--- config.mk ---
export PLATFORM = sky130hd
export DESIGN_NAME = txn_ingress
export DESIGN_NICKNAME = d
export VERILOG_FILES = /design/src/rtl/mofu_pkg.sv /design/src/rtl/sync_fifo.sv /design/src/rtl/txn_ingress.sv
export SDC_FILE = /design/constraint.sdc
export NUM_CORES = 1
export LEC_CHECK = 0
export ABC_AREA = 1
export ABC_CLOCK_PERIOD_IN_PS = 9000
export BUFFER_PORTS_ARGS = -buffer_cell sky130_fd_sc_hd__buf_2
export CORE_UTILIZATION = 60
export DETAILED_ROUTE_END_ITERATION = 7
export MAX_ROUTING_LAYER = met4
export PLACE_DENSITY = 0.79
export SYNTH_ARGS = -nofsm -noshare
export SYNTH_HDL_FRONTEND = slang
export SYNTH_SLANG_ARGS = --single-unit
--- constraint.sdc ---
create_clock -name clk -period 9 [get_ports clk]
set_clock_uncertainty 0.15 [all_clocks]
set_input_delay 1.35 -clock clk [delete_from_list [all_inputs] [get_ports clk]]
set_output_delay 1.35 -clock clk [all_outputs]
set_load 0.005 [all_outputs]
--- src/rtl/mofu_pkg.sv ---
// Shared definitions for the transaction ingress path: widths, frame geometry
// and the ingress FSM state type.
package mofu_pkg;

    localparam int TXN_W         = 128;
    localparam int WORD_W        = 32;
    localparam int WORDS_PER_TXN = 4;
    localparam int IDX_W         = $clog2(WORDS_PER_TXN);

    typedef enum logic {
        ST_COLLECT = 1'b0,
        ST_DRAIN   = 1'b1
    } ingress_state_e;

    // True when the word index points at the final word slot of a frame.
    function automatic logic is_final_slot(input logic [IDX_W-1:0] idx);
        return idx == IDX_W'(WORDS_PER_TXN - 1);
    endfunction

endpackage

--- src/rtl/sync_fifo.sv ---
// Single-clock FIFO with full/empty flags. The head entry is read
// combinationally so that a pop decision can be registered straight into the
// consumer's output register in the same cycle.
module sync_fifo #(
    parameter int WIDTH = 32,
    parameter int DEPTH = 4
) (
    input  logic             clk,
    input  logic             rst,
    input  logic             push,
    input  logic [WIDTH-1:0] push_data,
    input  logic             pop,
    output logic [WIDTH-1:0] head_data,
    output logic             full,
    output logic             empty
);

    localparam int AW = $clog2(DEPTH);

    logic [WIDTH-1:0] mem_q [DEPTH];
    logic [AW-1:0]    wr_ptr_q, wr_ptr_d;
    logic [AW-1:0]    rd_ptr_q, rd_ptr_d;
    logic [AW:0]      count_q, count_d;
    logic             do_push, do_pop;

    assign full      = (count_q == (AW+1)'(DEPTH));
    assign empty     = (count_q == '0);
    assign do_push   = push && !full;
    assign do_pop    = pop && !empty;
    assign head_data = mem_q[rd_ptr_q];

    // Pointer and occupancy bookkeeping; pointers wrap naturally (DEPTH is a power of two).
    always_comb begin
        wr_ptr_d = wr_ptr_q + AW'(do_push);
        rd_ptr_d = rd_ptr_q + AW'(do_pop);
        count_d  = count_q + (AW+1)'(do_push) - (AW+1)'(do_pop);
    end

    // Storage array: no reset so it maps onto plain RAM.
    always_ff @(posedge clk) begin
        if (do_push) begin
            mem_q[wr_ptr_q] <= push_data;
        end
    end

    // Pointer/count registers.
    always_ff @(posedge clk or posedge rst) begin
        if (rst) begin
            wr_ptr_q <= '0;
            rd_ptr_q <= '0;
            count_q  <= '0;
        end else begin
            wr_ptr_q <= wr_ptr_d;
            rd_ptr_q <= rd_ptr_d;
            count_q  <= count_d;
        end
    end

endmodule

--- src/rtl/txn_ingress.sv ---
// Transaction ingress: assembles 4-word frames into 128-bit transactions,
// flags malformed frames, buffers good transactions in a FIFO and emits them
// as single-cycle pulses separated by at least OUT_GAP idle cycles.
// Optional feature macro: TXN_INGRESS_STATS_EN adds saturating o_txn_cnt and
// o_err_cnt counters.
module txn_ingress
    import mofu_pkg::*;
#(
    parameter int FIFO_DEPTH = 4,
    parameter int OUT_GAP    = 0
) (
    input  logic              clk,
    input  logic              rst,
    input  logic              s_valid,
    output logic              s_ready,
    input  logic [WORD_W-1:0] s_data,
    input  logic              s_last,
    output logic              o_valid,
    output logic [TXN_W-1:0]  o_transaction,
`ifdef TXN_INGRESS_STATS_EN
    output logic [31:0]       o_txn_cnt,
    output logic [15:0]       o_err_cnt,
`endif
    output logic              o_frame_err
);

    localparam int GAP_W = (OUT_GAP > 0) ? $clog2(OUT_GAP + 1) : 1;
    localparam logic [GAP_W-1:0] GAP_LOAD = GAP_W'(OUT_GAP);

    ingress_state_e state_q, state_d;
    logic [IDX_W-1:0] idx_q, idx_d;
    // part_q[0] holds the first word of the frame in progress.
    logic [WORDS_PER_TXN-2:0][WORD_W-1:0] part_q, part_d;
    logic             err_q, err_d;
    logic             valid_q, valid_d;
    logic [TXN_W-1:0] txn_q, txn_d;
    logic [GAP_W-1:0] gap_q, gap_d;

    logic             accept, push, pop;
    logic             fifo_full, fifo_empty;
    logic [TXN_W-1:0] fifo_head, push_data;

    // Ready is forced low while reset is held; DRAIN always swallows words.
    assign s_ready   = !rst && ((state_q == ST_DRAIN) || !fifo_full);
    assign accept    = s_valid && s_ready;
    assign push_data = {part_q[0], part_q[1], part_q[2], s_data};

    assign o_valid       = valid_q;
    assign o_transaction = txn_q;
    assign o_frame_err   = err_q;

    sync_fifo #(
        .WIDTH (TXN_W),
        .DEPTH (FIFO_DEPTH)
    ) u_fifo (
        .clk       (clk),
        .rst       (rst),
        .push      (push),
        .push_data (push_data),
        .pop       (pop),
        .head_data (fifo_head),
        .full      (fifo_full),
        .empty     (fifo_empty)
    );

    // Frame assembly FSM: next state, word index, partial words, error and push.
    always_comb begin
        state_d = state_q;
        idx_d   = idx_q;
        part_d  = part_q;
        err_d   = 1'b0;
        push    = 1'b0;
        case (state_q)
            ST_COLLECT: begin
                if (accept) begin
                    if (is_final_slot(idx_q)) begin
                        idx_d = '0;
                        if (s_last) begin
                            push = 1'b1;
                        end else begin
                            // Over-long frame: flag now, drop words until its s_last.
                            err_d   = 1'b1;
                            state_d = ST_DRAIN;
                        end
                    end else begin
                        part_d[idx_q] = s_data;
                        if (s_last) begin
                            err_d = 1'b1;
                            idx_d = '0;
                        end else begin
                            idx_d = idx_q + IDX_W'(1);
                        end
                    end
                end
            end
            ST_DRAIN: begin
                if (accept && s_last) begin
                    state_d = ST_COLLECT;
                    idx_d   = '0;
                end
            end
            default: begin
                state_d = ST_COLLECT;
                idx_d   = '0;
            end
        endcase
    end

    // Output pacing: pop when data is waiting and the gap counter has expired.
    always_comb begin
        pop     = !fifo_empty && (gap_q == '0);
        valid_d = pop;
        txn_d   = pop ? fifo_head : txn_q;
        if (pop) begin
            gap_d = GAP_LOAD;
        end else if (gap_q != '0) begin
            gap_d = gap_q - GAP_W'(1);
        end else begin
            gap_d = gap_q;
        end
    end

    // State and output registers.
    always_ff @(posedge clk or posedge rst) begin
        if (rst) begin
            state_q <= ST_COLLECT;
            idx_q   <= '0;
            part_q  <= '0;
            err_q   <= 1'b0;
            valid_q <= 1'b0;
            txn_q   <= '0;
            gap_q   <= '0;
        end else begin
            state_q <= state_d;
            idx_q   <= idx_d;
            part_q  <= part_d;
            err_q   <= err_d;
            valid_q <= valid_d;
            txn_q   <= txn_d;
            gap_q   <= gap_d;
        end
    end

`ifdef TXN_INGRESS_STATS_EN
    logic [31:0] txn_cnt_q, txn_cnt_d;
    logic [15:0] err_cnt_q, err_cnt_d;

    assign o_txn_cnt = txn_cnt_q;
    assign o_err_cnt = err_cnt_q;

    // Saturating event counters for emitted transactions and malformed frames.
    always_comb begin
        txn_cnt_d = (valid_q && (txn_cnt_q != '1)) ? txn_cnt_q + 32'd1 : txn_cnt_q;
        err_cnt_d = (err_q && (err_cnt_q != '1)) ? err_cnt_q + 16'd1 : err_cnt_q;
    end

    // Counter registers.
    always_ff @(posedge clk or posedge rst) begin
        if (rst) begin
            txn_cnt_q <= '0;
            err_cnt_q <= '0;
        end else begin
            txn_cnt_q <= txn_cnt_d;
            err_cnt_q <= err_cnt_d;
        end
    end
`endif

endmodule

==> impl_metrics.csv <==
group,metric,value,unit
logic_synthesis,yosysWarnings,0,
detailed_routing,dr.max_layer_used,"met4",
clocking,cts_hold_buf,0,
grt,grt-ovfl-total,0,
critical_path,critPathKind,"in -> reg",
floorplan,fp-row-count,79,
clocking,cts_tree,"done",
clocking,post_cts_resized,0,
detailed_routing,vias_per_cell,6.000,
floorplan,die_y,221.2,um
logic_synthesis,yosys.cell_count.top_type,"nor2_1",
detailed_routing,drtAntennaViolNets,0,
final_layout,nets,2527,
final_layout,syn_to_final_growth,11.92,%
logic_synthesis,yosys.cell_types.count,28,
placement,dp.final_hpwl,35.98,mm
detailed_routing,wl_met1,26.33,mm
clocking,htreeDepth,3,
critical_path,path_max_fanout,73,
logic_synthesis,ys_seq_area_share,73.82,%
grt,track_usage,29.02,%
timing,setup_violations,0,
logic_synthesis,syn_inst,2374,
grt,antenna_found_initial,2,
final_layout,n_fill_cell,3085,
timing,drv_slew,0,
timing,fin_ws,4.386,ns
logic_synthesis,synth_edf_count,512,
grt,grt_pass1_wl,105.0,mm
critical_path,slowest_stage,"buf_4",
floorplan,die_x,221.2,um
final_layout,multi_input_area,0.006430,mm2
detailed_routing,wirelength,68.72,mm
detailed_routing,vias,18880,
timing,grt_setup_unrepaired,"false",
floorplan,io_pins,167,
clocking,path_clk_slew,0.06,ns
floorplan,initial_core_util,61.40,%
timing,maxSlewHeadroom,7.152,%
placement,port-buffer-count,166,
final_layout,regArea,0.02129,mm2
floorplan,dieArea,0.04893,mm2
floorplan,core,0.04695,mm2
run,max_cap_viol_count,0,
critical_path,path_cells,"buf_2 > inv_8 > nand4_1 > nor2_1 > nand2_1 > nor2_4 > buf_4",
logic_synthesis,synth_nets,2421,
detailed_routing,drc_errors,0,
logic_synthesis,ys_async_sr_fraction,31.55,%
timing,hold_violations,0,
timing,tightest_slew,1.384,ns
logic_synthesis,synth_top_area_share,53.34,%
critical_path,crit_family,"simple AND/OR/NAND/NOR gates",
clocking,root_buffer,"clkbuf_16",
critical_path,critPathCaptureType,"flip-flop",
power_and_ir_drop,ir_drop,0.2294,mV
timing,min_period,4.614,ns
critical_path,critPathBufInv,3,
final_layout,drive_above_1_share,12.10,%
placement,placed_area,0.02992,mm2
critical_path,start_kind,"input port",
final_layout,final_area,0.03226,mm2
outcome,outcome,"complete, no violations",
logic_synthesis,synthFlopType,"edfxtp_1",
clocking,cts_setup_buffers,0,
placement,gp_congestion,0.8129,
detailed_routing,dr.pass1.iters,6,
placement,dp_worst_setup_slack,3.764,ns
clocking,clock-sinks,748,
clocking,clk_latency,0.60,ns
power_and_ir_drop,p_leak,12.32,nW
critical_path,critPathRequiredTime,9.06,ns
detailed_routing,routedWlPerCell,21.84,um
clocking,cts_inserted_buffers,73,
detailed_routing,drtIter0Drc,2338,
worst_hold_path,min_path_type,"reg -> reg",
logic_synthesis,yosysTopAreaCell,"edfxtp_1",
timing,max_freq,216.7,MHz
logic_synthesis,netlist_area,0.02883,mm2
clocking,clockBufferDepth,3,
logic_synthesis,synth_top_cells_by_count,"nor2_1, edfxtp_1, o21ai_0",
logic_synthesis,yosys_register_bits,748,
grt,grt_max_degree,170,
detailed_routing,dr_wl_met3,5.862,mm
grt,grt_pass1_vias,18680,
logic_synthesis,syn_area_per_cell,12.14,um2
timing,hold_ws,0.3622,ns
critical_path,cp.arrival,4.68,ns
timing,fin_crit_sh,51.27,%
detailed_routing,wl_met2,34.34,mm
power_and_ir_drop,power_density,344.4,mW/mm2
critical_path,critPathMaxStageDelay,0.91,ns
logic_synthesis,synthTopCellsByArea,"edfxtp_1, dfrtp_1, nor2_1, o21ai_0, a31oi_1",
metal layers:
metal | vias up | track usage, %
li1 | 8406 | -
met1 | 9392 | 37.48
met2 | 955 | 46.89
met3 | 124 | 3.957
met4 | 0 | 11.89
met5 | - | -
final cells by class:
type,instances,share of cell area [%]
Clock buffer,106,6.488
Antenna cell,2,0.01551
Timing Repair Buffer,185,3.157
Inverter,117,1.408
Clock inverter,26,0.6670
Tap cell,607,2.354
Sequential cell,748,65.98
Multi-Input combinational cell,1355,19.93
cells by family (layout without fill, tap and decap cells):
kind of cell	count (synthesis)	in the layout	share of synthesized area, %
AO/OA/AOI/OAI	484	484	9.792
XOR/XNOR	4	4	0.1216
adder cells (fa/ha/maj)	11	11	0.5035
buffers and inverters	271	434	4.058
flip-flops	748	748	73.82
other	0	2	0
AND/OR/NAND/NOR	856	856	11.70
where the power goes:
group	switching (mW)	total (mW)	internal, mW
combinational	1.91	2.94	1.03
clock	1.25	2.96	1.71
sequential	0.695	5.21	4.52
total	3.86	11.1	7.25
state kept, by name, summed over array words and instances (netlist names):
signal / flops
o_transaction: 128
idx_q: 2
o_frame_err: 1
u_fifo.count_q: 3
part_q: 96
u_fifo.wr_ptr_q: 2
u_fifo.mem_q: 512
o_valid: 1
state_q: 1
u_fifo.rd_ptr_q: 2
cell usage in the layout, fill, tap and decap left out, types with 2 or more instances in the layout:
cell type	Yosys	layout
o21bai_1	96	96
xor2_1	3	3
buf_4	1	16
nand3_2	2	2
ha_2	0	3
edfxtp_1	512	512
inv_1	114	110
diode_2	0	2
dfrtp_4	0	2
clkbuf_8	0	10
buf_12	0	2
inv_6	0	5
inv_8	0	2
bufinv_16	0	3
ha_1	10	7
o21ai_1	13	13
clkinv_2	0	9
a31oi_1	127	127
buf_2	70	166
nand3_1	98	98
clkbuf_16	0	75
nor2_1	644	640
nand2_1	106	105
nor2_4	1	5
clkbuf_1	59	21
nand4_1	2	2
clkinv_1	0	11
dfrtp_1	236	234
o21ai_0	247	247
inv_2	3	2
worst register-to-register path, stage by stage (launching register included):
cell and delay [ns]:
dfrtp_1 0.43, ha_1 0.24, ha_1 0.17, inv_1 0.04, nor2_1 0.28, nand2_1 0.21
nor2_4 0.90, buf_4 0.92
metrics by stage:
step           total power [mW]  TNS [ns]  utilization (%)  instances
4_1_cts                   11.11         0            68.65       3143
5_1_grt                   11.66         0            68.72       3146
3_3_place_gp              7.963         0            63.73       3011
3_5_place_dp              8.148         0            63.73       3011
6_report                  11.11         0            68.72       3146
2_1_floorplan             6.976    -15.63                -       2374
path summary, 6_finish.rpt:
check	startpoint	endpoint	slack, ns	cells after the start
worst max-delay path	rst	u_fifo.mem_q[2][34]	4.39	7
worst max register to register	idx_q[0]	u_fifo.mem_q[2][34]	5.25	7
min in group asynchronous	rst	o_transaction[6]	0.64	2
max in group asynchronous	rst	u_fifo.rd_ptr_q[0]	6.52	3
worst min-delay path	part_q[92]	u_fifo.mem_q[3][60]	0.36	0
worst min register to register	part_q[92]	u_fifo.mem_q[3][60]	0.36	0
(Power assumes the default switching activity.)
